[src/rtl/nixie_scan_driver.sv]
// Double-buffered 4-digit multiplexed display driver with dead time between digit slots.
// Optional leading-zero blanking is enabled by defining NIXIE_LZB_EN.
module nixie_scan_driver #(
  parameter int unsigned SCAN_DIV     = 50000,
  parameter int unsigned BLANK_CYCLES = 16
) (
  input  logic        clk,
  input  logic        rst_n,
  input  logic [31:0] frame_in,
  input  logic        frame_valid,
  output logic        frame_ready,
  output logic [7:0]  seg,
  output logic [3:0]  an,
  output logic        frame_done
);

  localparam int unsigned MaxCnt   = (SCAN_DIV > BLANK_CYCLES) ? SCAN_DIV : BLANK_CYCLES;
  localparam int unsigned CntW     = (MaxCnt > 1) ? $clog2(MaxCnt) : 1;
  localparam bit          HasBlank = (BLANK_CYCLES != 0);
  localparam logic [CntW-1:0] ShowLast  = CntW'(SCAN_DIV - 1);
  localparam logic [CntW-1:0] BlankLast = HasBlank ? CntW'(BLANK_CYCLES - 1) : '0;

  typedef enum logic {StBlank, StShow} state_e;
  localparam state_e StInit = HasBlank ? StBlank : StShow;

  state_e          state_q, state_d;
  logic [CntW-1:0] count_q, count_d;
  logic [1:0]      digit_q, digit_d;
  logic [31:0]     active_q, active_d;
  logic [31:0]     pending_q, pending_d;
  logic            ready_q, ready_d;
  logic [7:0]      seg_q, seg_d;
  logic [3:0]      an_q, an_d;
  logic            done_q, done_d;
  logic            boundary;

`ifdef NIXIE_LZB_EN
  logic [3:0] lead_zero;
`endif

  always_comb begin
    state_d   = state_q;
    count_d   = count_q + 1'b1;
    digit_d   = digit_q;
    active_d  = active_q;
    pending_d = pending_q;
    ready_d   = ready_q;
    done_d    = 1'b0;
    boundary  = 1'b0;

    unique case (state_q)
      StBlank: begin
        if (count_q == BlankLast) begin
          state_d = StShow;
          count_d = '0;
        end
      end
      StShow: begin
        if (count_q == ShowLast) begin
          state_d  = HasBlank ? StBlank : StShow;
          count_d  = '0;
          digit_d  = digit_q + 2'd1;
          boundary = (digit_q == 2'd3);
        end
      end
      default: begin
        state_d = StInit;
        count_d = '0;
      end
    endcase

    // Swap only at the frame boundary so a frame is never torn mid-scan.
    if (boundary) begin
      done_d = 1'b1;
      if (!ready_q) begin
        active_d = pending_q;
        ready_d  = 1'b1;
      end
    end

    // ready_q is low whenever pending is full, so this never collides with the swap.
    if (frame_valid && ready_q) begin
      pending_d = frame_in;
      ready_d   = 1'b0;
    end
  end

`ifdef NIXIE_LZB_EN
  always_comb begin
    lead_zero[0] = (active_d[7:0] == 8'hC0);
    lead_zero[1] = lead_zero[0] && (active_d[15:8] == 8'hC0);
    lead_zero[2] = lead_zero[1] && (active_d[23:16] == 8'hC0);
    lead_zero[3] = 1'b0;
  end
`endif

  // Outputs derive from next-state values so they switch on the same edge as the FSM.
  always_comb begin
    seg_d = 8'hFF;
    an_d  = 4'hF;
    if (state_d == StShow) begin
      an_d  = ~(4'b0001 << digit_d);
      seg_d = active_d[8*digit_d +: 8];
`ifdef NIXIE_LZB_EN
      if (lead_zero[digit_d]) seg_d = 8'hFF;
`endif
    end
  end

  always_ff @(posedge clk or negedge rst_n) begin
    if (!rst_n) begin
      state_q   <= StInit;
      count_q   <= '0;
      digit_q   <= 2'd0;
      active_q  <= 32'hFFFF_FFFF;
      pending_q <= 32'hFFFF_FFFF;
      ready_q   <= 1'b1;
      seg_q     <= 8'hFF;
      an_q      <= 4'hF;
      done_q    <= 1'b0;
    end else begin
      state_q   <= state_d;
      count_q   <= count_d;
      digit_q   <= digit_d;
      active_q  <= active_d;
      pending_q <= pending_d;
      ready_q   <= ready_d;
      seg_q     <= seg_d;
      an_q      <= an_d;
      done_q    <= done_d;
    end
  end

  assign frame_ready = ready_q;
  assign seg         = seg_q;
  assign an          = an_q;
  assign frame_done  = done_q;

endmodule

[config.mk]
export PLATFORM = sky130hd
export DESIGN_NAME = nixie_scan_driver
export DESIGN_NICKNAME = d
export VERILOG_FILES = /design/src/rtl/nixie_scan_driver.sv
export SDC_FILE = /design/constraint.sdc
export NUM_CORES = 1
export LEC_CHECK = 0
export CAP_MARGIN = 20
export CORE_UTILIZATION = 53
export CTS_CLUSTER_DIAMETER = 30
export DETAILED_ROUTE_END_ITERATION = 8
export DONT_BUFFER_PORTS = 1
export PLACE_DENSITY_LB_ADDON = 0.12
export SETUP_SLACK_MARGIN = 0.4
export SYNTH_ARGS = -nofsm -noshare
export SYNTH_HDL_FRONTEND = slang
export SYNTH_SLANG_ARGS = --single-unit
[constraint.sdc]
create_clock -name clk -period 4.77 [get_ports clk]
set_input_delay 0.954 -clock clk [delete_from_list [all_inputs] [get_ports clk]]
set_output_delay 0.954 -clock clk [all_outputs]
set_load 0.005 [all_outputs]
==> results of run 1 <==
[cell type report]
type	count	area, um2
Clock buffer	11	141.4
Clock inverter	5	38.79
Fill cell	599	3025
Inverter	22	82.58
Multi-Input combinational cell	166	1458
Sequential cell	97	2524
Tap cell	99	123.9
Timing Repair Buffer	2	15.01
[flip-flops by register name, indices dropped and copies added, names as in the netlist]
name         cells
pending_q       32
an               4
state_q          1
active_q        32
digit_q          2
frame_done       1
seg              8
frame_ready      1
count_q         16
[final timing paths]
check | startpoint | end | slack (ns) | depth (start not counted)
worst min-delay path | rst_n | count_q[11]$_DFF_PN0_ | 0.29 | 0
worst max-delay path | count_q[0]$_DFF_PN0_ | seg[5]$_DFF_PN1_ | 2.29 | 7
worst min register to register | count_q[5]$_DFF_PN0_ | count_q[5]$_DFF_PN0_ | 0.51 | 1
max in group asynchronous | rst_n | active_q[15]$_DFF_PN1_ | 4.24 | 0
min in group clk | count_q[5]$_DFF_PN0_ | count_q[5]$_DFF_PN0_ | 0.51 | 1
worst max register to register | count_q[0]$_DFF_PN0_ | seg[5]$_DFF_PN1_ | 2.29 | 7
[Yosys cell counts, drive strengths merged, types with 8 or more instances]
cell   instances  area share (%)
mux2          49              13
o221a          8             2.2
inv           22             2.0
nand2         13             1.2
dfstp         77              49
o21ai         12             1.5
and3           8             1.6
buf            9             1.8
nor2           9            0.82
dfrtp         20              12
mux2i         25             6.0
[power breakdown]
group	switching (mW)	total [mW]	leakage [nW]	internal (mW)
logic	0.00828	0.0316	0.869	0.0233
clock network	0.274	0.481	0.0899	0.207
registers	0.0190	0.898	1.06	0.879
[cell families after synthesis]
logic type	Yosys count
adder cells (fa/ha/maj)	2
buffers and inverters	31
flip-flops	97
XOR/XNOR	14
AND/OR/NAND/NOR	52
AO/OA/AOI/OAI	24
multiplexers	74
[worst max-delay path, cell delays in order (launching register included)]
cell and delay [ns]:
dfrtp_1 0.41, ha_1 0.24, and3_4 0.23, and3_4 0.20
nand4_4 0.56, mux2i_1 0.47, o221a_1 0.23, o21ai_1 0.06
[metal layers]
layer  part of all wire [%]  up-vias
li1                       -     1028
met1                     51     1095
met2                     43       54
met3                    4.5        4
met4                   0.93        0
met5                      0        -
==> impl_results.md, run 1 <==
* Post-synth EDFFs at 0
* DR vias/cell at around 5.4
* Ys flop type: dfstp_2
* Placed inst area at roughly 4200 um2
* CP Data Required Time at slightly above 5 ns
* Std-Cell Core Area at roughly 7400 um2
* Layout area overhead at 5.895%
* CTS Root Cell: clkbuf_8
* Post-Synth Adder-Cell Area at less than 1%
* Die Span Y at about 90 um
* Starting Density at between 50% and 60%
* Synth Cell Area at 4139 um2
* Antenna violations before repair at 0
* Vias at between 2000 and 2500
* Initial DRC count at 129
* Critical Path AT at around 2.8 ns
* Final worst slack at 2.290 ns
* Placed cell count at a little under 400
* RSZ-0062 raised after global routing: false
* H-tree levels at 3
* CP endpoint kind: flip-flop
* Final Setup Violations at 0
* Reg clk slew, reported paths at 0.09 ns
* Largest fanout on the critical path at 34
* Commonest non-fill, non-tap cell in the layout: dfstp_2
* Total routed wirelength at 6.894 mm
* Synth Area per Inst at about 14 um2
* Clock skew at roughly 0.0068 ns
* Total track usage at a little under a fifth
* Post-route ant nets at 0
* Simple logic cell fraction of the synthesized area at under 10%
* CTS tree: done
* ANT cells at 0
* Most used routing layer: met1
* Total power at roughly 1.4 mW
* Complex-gate fraction of the synthesized area at 4.414%
* Final design utilization at 59.16%
* Startpoint Class: flip-flop
* Pwr dens at between 300 and 400 nW/um2
* Final period utilization at 52.00%
* First-pass GRT wire length at 11.64 mm
* Most frequent cells in the layout: 77 x dfstp_2, 48 x mux2_2, 25 x mux2i_1
* Longest Clk Path Bufs at 2
* Final Non-Filler Cells at approximately 400
* Avg WL per Cell at approximately 17 um
* Largest net degree at the start of global routing at approximately 100
* Multiplexer area fraction after synthesis at 19.47%
* Min-Delay Path Class: in2async
* Setup TNS at 0 ns
* Maxcap violations at 0
* Final Hold Fails at 0
* Worst slack, placed at between 2 and 2.5 ns
* Met2 Use GR at roughly a quarter
* Residual DRC at 0
* Latest clock arrival within the worst-skew pair at 0.35 ns
* GRT overflow at 0
* Seq/Total Area, Yosys at between 60% and 70%
* Io pins at 49
* Slew Limit Headroom at between 40 and 50%
* Synth cell types at 37
* WHS at around 0.29 ns
* Synthesized flop and latch total at 97
* Gate Count Post-Synth at a little under 300
* Post-CTS Resized at 0
* Post-synthesis xor/xnor area fraction at about 3.1%
* Port bufs at 0
* IR drop worst, VDD at around 0.21 mV
* Ys async rst share at 100.0%
* DP Wirelength at around 4.7 mm
* DIE AREA at 8167 um2
* Leak pwr at approximately 2.0 nW
* Setup CP Type: reg2reg
* CTS Sinks at slightly below 100
* Nets@finish at between 300 and 400
* Number of global-route vias before repair at around 2200
* TritonCTS Buffers at 9
* # hold bufs at CTS at 0
* Pre-Repair DR Iteration Count at 4
* Status: completed
* Std-Cell Rows at 31
* Largest family of logic cells by synthesized area: multiplexers
* RePlAce Congestion at about 0.8
* Synth Net Count at ~330
* Final instance area at roughly 4400 um2
* Met3 GRT Util at 4.209%
* Fmax at between 0.4 and 0.5 GHz
* Worst-margin pin slew at about 0.8 ns
* Max Slew Vio Count at 0
* Post-CTS setup buffer count at 0
* Die X at around 90 um
* Yosys warnings at 0
* Post-route minimum period at ~2.5 ns
* Grt met1 use at ~29%
* Share of post-route cells with drive strength above 1 at a little over 50%
(Power assumes the default switching activity.)
==> run 2: changes to the inputs <==
- clock period: 4.77 -> 2.2 ns (I/O delays scaled with it)
==> impl_results.md, run 2 (same netlist as run 1, synthesis figures left out) <==
* Total track usage at 20.38% (+1.9 points)
* GRT overflow at 0 (unchanged)
* Final period utilization at 93.47% (+41 points)
* WHS at -0.2339 ns (-0.5249 ns)
* Status: finished, violations left
* DR vias/cell at 5.511 (+1.6%)
* Antenna violations before repair at 0 (unchanged)
* Worst path bufs/invs at 3 (+3)
* Worst-margin pin slew at 0.4416 ns (-0.3558 ns)
* Maxcap violations at 0 (unchanged)
* Residual DRC at 0 (unchanged)
* CTS Sinks at 97 (unchanged)
* Reg2reg path depth at 10 (+3)
* Met3 wire len at 301 um (-2.3%)
* Post-route minimum period at 2.056 ns (-0.4240 ns)
* CP Data Required Time at 2.49 ns (-2.55 ns)
* IR drop worst, VDD at 0.4508 mV (+110%)
* CP max stage cell: dfrtp_1
* Die Span Y at 90.37 um (unchanged)
* Placed cell count at 399 (+3.4%)
* Min-Delay Path Class: in2async
* Setup CP Type: reg2reg
* First-pass GRT wire length at 12.88 mm (+11%)
* Post-route ant nets at 0 (unchanged)
* CTS tree: done
* Wire length on met1 at 3.732 mm (+5.2%)
* Max Slew Vio Count at 0 (unchanged)
* Avg WL per Cell at 18.20 um (+6.1%)
* Critical R2R Capture: seg[2]$_DFF_PN1_
* Die X at 90.37 um (unchanged)
* Slack of the worst reg-to-reg path at 0.14 ns (-2.15 ns)
* Slew Limit Headroom at 70.56% (+24 points)
* Reg clk slew, reported paths at 0.09 ns (about the same)
* Fmax at 0.4863 GHz (+21%)
* Std-Cell Rows at 31 (unchanged)
* TritonCTS Buffers at 9 (unchanged)
* Biggest regs: active_q x32, pending_q x32, count_q x16
* Clock skew at 0.005976 ns (-0.0008219 ns)
* Filler instances at 504 (-16%)
* DP Wirelength at 4.701 mm (about the same)
* WL met2 at 3.840 mm (+29%)
* Port bufs at 0 (unchanged)
* Vias at 2403 (+10%)
* DIE AREA at 8167 um2 (unchanged)
* Largest net degree at the start of global routing at 98 (unchanged)
* CP endpoint kind: flip-flop
* Startpoint Class: flip-flop
* Crit path max-delay family: simple AND/OR/NAND/NOR gates
* Final Non-Filler Cells at 436 (+8.5%)
* Pwr dens at 666.9 nW/um2 (+110%)
* Slowest Stage Delay on Critical Path at 0.40 ns (-0.16 ns)
* Io pins at 49 (unchanged)
* H-tree levels at 3 (unchanged)
* Std-Cell Core Area at 7408 um2 (unchanged)
* FF-to-FF Start: count_q[0]$_DFF_PN0_
* Share of post-route cells with drive strength above 1 at 62.91% (+12 points)
* CTS Root Cell: clkbuf_8
* Final Setup Violations at 0 (unchanged)
* Nets@finish at 369 (+10%)
* Largest fanout on the critical path at 11 (-68%)
* RSZ-0062 raised after global routing: true
* Failing checks: negative hold slack
* Initial DRC count at 160 (+24%)
* Starting Density at 55.87% (unchanged)
* Longest Clk Path Bufs at 2 (unchanged)
* Crit path launch: count_q[0]$_DFF_PN0_
* Critical Path AT at 2.34 ns (-0.41 ns)
* DR top layer: met4
* Cell Chain, Critical Path: ha_2 -> and3_4 -> and3_4 -> and2_4 -> buf_4 -> buf_12 -> xnor2_4 -> buf_12 -> mux2i_1 -> o21ai_2
* Total routed wirelength at 7.935 mm (+15%)
* Final worst slack at 0.1436 ns (-2.146 ns)
* Latest clock arrival within the worst-skew pair at 0.36 ns (about the same)
* Number of global-route vias before repair at 2474 (+12%)
* Setup TNS at 0 ns (unchanged)
* ANT cells at 0 (unchanged)
* Pre-Repair DR Iteration Count at 4 (unchanged)
* Worst slack, placed at 0.03846 ns (-2.214 ns)
* RePlAce Congestion at 0.7712 (-5.5%)
* Most frequent cells in the layout: 77 x dfstp_2, 47 x mux2_2, 24 x buf_4
* Final Hold Fails at 97 (+97)
* Layout area overhead at 21.58%
* Leak pwr at 2.208 nW (+9.1%)
* Commonest non-fill, non-tap cell in the layout: dfstp_2
## run 2: worst max path at each step
stage,end,slack (ns),cells past startpoint
6_report,seg[2]$_DFF_PN1_,0.14,10
4_1_cts,seg[5]$_DFF_PN1_,0.16,8
2_1_floorplan,seg[1]$_DFF_PN1_,0.25,8
3_5_place_dp,seg[2]$_DFF_PN1_,0.04,7
5_1_grt,seg[5]$_DFF_PN1_,0.08,8
3_3_place_gp,seg[5]$_DFF_PN1_,0.06,7
## run 2: layout make-up
cell class | instances | area (um2) | share of cell area, %
Clock buffer | 11 | 152.6 | 3.033
Sequential cell | 97 | 2526 | 50.20
Tap cell | 99 | 123.9 | 2.461
Inverter | 22 | 82.58 | 1.641
Multi-Input combinational cell | 168 | 1702 | 33.81
Clock inverter | 5 | 85.08 | 1.691
Timing Repair Buffer | 34 | 360.3 | 7.161
## run 2: metal layers
metal	GRT usage (%)	vias to the layer above
li1	-	1111
met1	28.55	1235
met2	31.04	51
met3	5.808	6
met4	5.914	0
met5	0	-
## run 2: repair_timing
action | 4_1_cts | 5_1_grt
resized for setup | 17 | 30
endpoints found under the setup margin | 22 | 48
setup buffers | 9 | 8
cloned | 3 | 1
hold endpoints to repair | 97 | 97
pin swaps | 6 | 7
## run 2: power breakdown
group | internal [mW] | switching [mW]
clock network | 0.716 | 0.613
logic | 0.0532 | 0.0179
registers | 1.91 | 0.0486
total | 2.68 | 0.680
## run 2: stage by stage
stage                     hold slack [ns]  total power [mW]  util [%]  area [um2]
after floorplan                    0.1444             2.019         -        4165
after global placement             0.1472             2.036     58.52        4335
after detailed placement           0.1470             2.041     58.52        4335
after CTS                         -0.2440             3.370     64.99        4815
after global routing              -0.2630             3.481     67.93        5032
final                             -0.2339             3.356     67.93        5032
==> run 3: changes to the inputs <==
- PLACE_DENSITY: unset -> 0.78
- PLACE_DENSITY_LB_ADDON: 0.12 -> unset
==> impl_results.md, run 3 (same netlist as run 1, synthesis figures left out) <==
* Cell Chain, Critical Path: ha_2 -> and3_4 -> and3_4 -> and2_4 -> buf_6 -> buf_4 -> a31oi_4 -> o221a_1 -> o21ai_1
* Combinational Power Share at 2.2% (about the same)
* Clock skew at 0.009906 ns (+0.003930 ns)
* Longest Clk Path Bufs at 2 (unchanged)
* Final period utilization at 94.02% (+0.55 points)
* Met2 Use GR at 31.93% (+0.89 points)
* Most frequent cells in the layout: 77 x dfstp_2, 48 x mux2_2, 22 x mux2i_1
* Critical Path AT at 2.36 ns (+0.02 ns)
* Post-route minimum period at 2.068 ns (+0.01200 ns)
* CP max stage cell: dfrtp_1
* Die X at 90.37 um (unchanged)
* Residual DRC at 0 (unchanged)
* Biggest regs: active_q x32, pending_q x32, count_q x16
* Cell repeated most along the worst path: and3_4
* ANT cells at 0 (unchanged)
* Seq pwr share at 61.3% (+3.0 points)
* Starting Density at 55.87% (unchanged)
* Multi-input logic area at 1538 um2 (-9.6%)
* Sw Share at 21.43% (+1.2 points)
* Internal at 2.493 mW (-6.9%)
* Initial DRC count at 201 (+26%)
* Die Span Y at 90.37 um (unchanged)
* Worst-margin pin slew at 0.4263 ns (-0.01536 ns)
* Commonest non-fill, non-tap cell in the layout: dfstp_2
* Failing checks: negative hold slack
* Sw power at 0.6799 mW (about the same)
* Nets@finish at 357 (-3.3%)
* TritonCTS Buffers at 9 (unchanged)
* H-tree levels at 3 (unchanged)
* First-pass GRT wire length at 12.48 mm (-3.1%)
* Final Non-Filler Cells at 424 (-2.8%)
* Total power at 3.172 mW (-5.5%)
* Min-Delay Path Class: in2async
* Share of post-route cells with drive strength above 1 at 57.54% (-5.4 points)
* CTS Root Cell: clkbuf_8
* Layout area overhead at 12.85%
* Slew Limit Headroom at 71.58% (+1.0 points)
* Most used routing layer: met2
* WHS at -0.2290 ns (+0.004878 ns)
* Leak pwr at 2.156 nW (-2.4%)
* Pre-Repair DR Iteration Count at 4 (unchanged)
* Total track usage at 19.82% (-0.56 points)
* RSZ-0062 raised after global routing: true
* Largest fanout on the critical path at 5 (-6)
* Pwr dens at 679.2 nW/um2 (+1.8%)
* Slowest Stage Delay on Critical Path at 0.41 ns (about the same)
* DR vias/cell at 5.583 (+1.3%)
* Largest net degree at the start of global routing at 98 (unchanged)
* DP Wirelength at 4.862 mm (+3.4%)
* GRT overflow at 0 (unchanged)
* Startpoint Class: flip-flop
* RePlAce Congestion at 0.8382 (+8.7%)
* Number of global-route vias before repair at 2509 (+1.4%)
* CTS Sinks at 97 (unchanged)
* Fmax at 0.4835 GHz (-0.58%)
* Antenna violations before repair at 0 (unchanged)
* Latest clock arrival within the worst-skew pair at 0.36 ns (about the same)
* DIE AREA at 8167 um2 (unchanged)
* Placed cell count at 395 (-1.0%)
* Reg area at 2526 um2 (unchanged)
* IR drop worst, VDD at 0.5824 mV (+29%)
* Max Slew Vio Count at 0 (unchanged)
* Std-Cell Core Area at 7408 um2 (unchanged)
* Post-route ant nets at 0 (unchanged)
* Total routed wirelength at 7.516 mm (-5.3%)
* Clock power frac at 36.6% (-3.0 points)
* Final Hold Fails at 97 (unchanged)
* Std-Cell Rows at 31 (unchanged)
* Maxcap violations at 0 (unchanged)
* Grt met1 use at 25.40% (-3.2 points)
* CTS tree: done
* Io pins at 49 (unchanged)
* Final Setup Violations at 0 (unchanged)
* CP endpoint kind: flip-flop
* CP Data Required Time at 2.49 ns (about the same)
* Met3 GRT Util at 5.471% (-0.34 points)
* Filler instances at 548 (+8.7%)
* Port bufs at 0 (unchanged)
* Avg WL per Cell at 17.73 um (-2.6%)
* Vias at 2367 (-1.5%)
* Setup CP Type: reg2reg
* Status: finished, violations left
* Reg clk slew, reported paths at 0.09 ns (about the same)
run 3: cell types whose count changed in the layout (fill, tap and decap cells not counted), sizes merged:
cell / before / now
buf: 34 / 22
clkbuf: 11 / 9
clkinv: 1 / 3
inv: 23 / 25
bufinv: 2 / 1
clkinvlp: 1 / 0
run 3: per-layer routing:
metal | routed length, um | up-vias | part of all wire [%]
met3 | 381 | 13 | 5.1
li1 | - | 1081 | -
met2 | 3723 | 56 | 50
met4 | 155 | 0 | 2.1
met5 | 0 | - | 0
met1 | 3255 | 1217 | 43
run 3: power by group through the flow:
stage | clock, mW | sequential [mW] | combinational (mW)
2_1_floorplan | 0 | 1.95 | 0.0636
3_5_place_dp | 0 | 1.97 | 0.0692
3_3_place_gp | 0 | 1.97 | 0.0653
5_1_grt | 1.24 | 1.95 | 0.0746
6_report | 1.16 | 1.94 | 0.0683
4_1_cts | 1.19 | 1.94 | 0.0697
run 3: cell type report:
| cell class | count | share of cell area [%] |
|---|---|---|
| clock buffers | 9 | 2.652 |
| well taps | 99 | 2.652 |
| clock inverters | 7 | 1.607 |
| inverters | 22 | 1.768 |
| multi-input cells | 168 | 32.92 |
| flip-flops and latches | 97 | 54.09 |
| repair buffers | 22 | 4.313 |
run 3: metrics by stage:
step / util (%) / worst slack (ns) / TNS (ns) / instance area [um2]
floorplan: - / 0.2500 / 0 / 4165
global placement: 57.95 / 0.02702 / 0 / 4293
detailed placement: 57.95 / -0.03152 / -0.07368 / 4293
CTS: 62.46 / 0.1483 / 0 / 4627
global route: 63.05 / 0.04961 / 0 / 4671
finish: 63.05 / 0.1316 / 0 / 4671
run 3: what timing repair did:
item,in CTS,in global routing
setup endpoints to repair,40,18
gates cloned,1,1
setup buffers,9,2
gates resized for setup,7,6
hold endpoints to repair,97,97
pin swaps,8,2
run 3: final timing paths:
check / start / to / slack (ns) / cells after the start
setup / recovery: count_q[0]$_DFF_PN0_ / seg[3]$_DFF_PN1_ / 0.13 / 9
hold / removal: rst_n / count_q[11]$_DFF_PN0_ / -0.23 / 0
setup reg to reg: count_q[0]$_DFF_PN0_ / seg[3]$_DFF_PN1_ / 0.13 / 9
hold reg to reg: count_q[5]$_DFF_PN0_ / count_q[5]$_DFF_PN0_ / 0.52 / 1
max in group asynchronous: rst_n / pending_q[25]$_DFFE_PN1P_ / 2.21 / 0
min in group clk: frame_valid / frame_ready$_DFFE_PN1P_ / 0.15 / 1
run 3: critical path, delay by kind of cell, from the launching register on:
family                     cells  cell delay, ns
adders and majority gates      1            0.19
buffers and inverters          2            0.27
AOI/OAI and AO/OA              3            0.63
DFF                            1            0.41
and+or+nand+nor                3            0.51
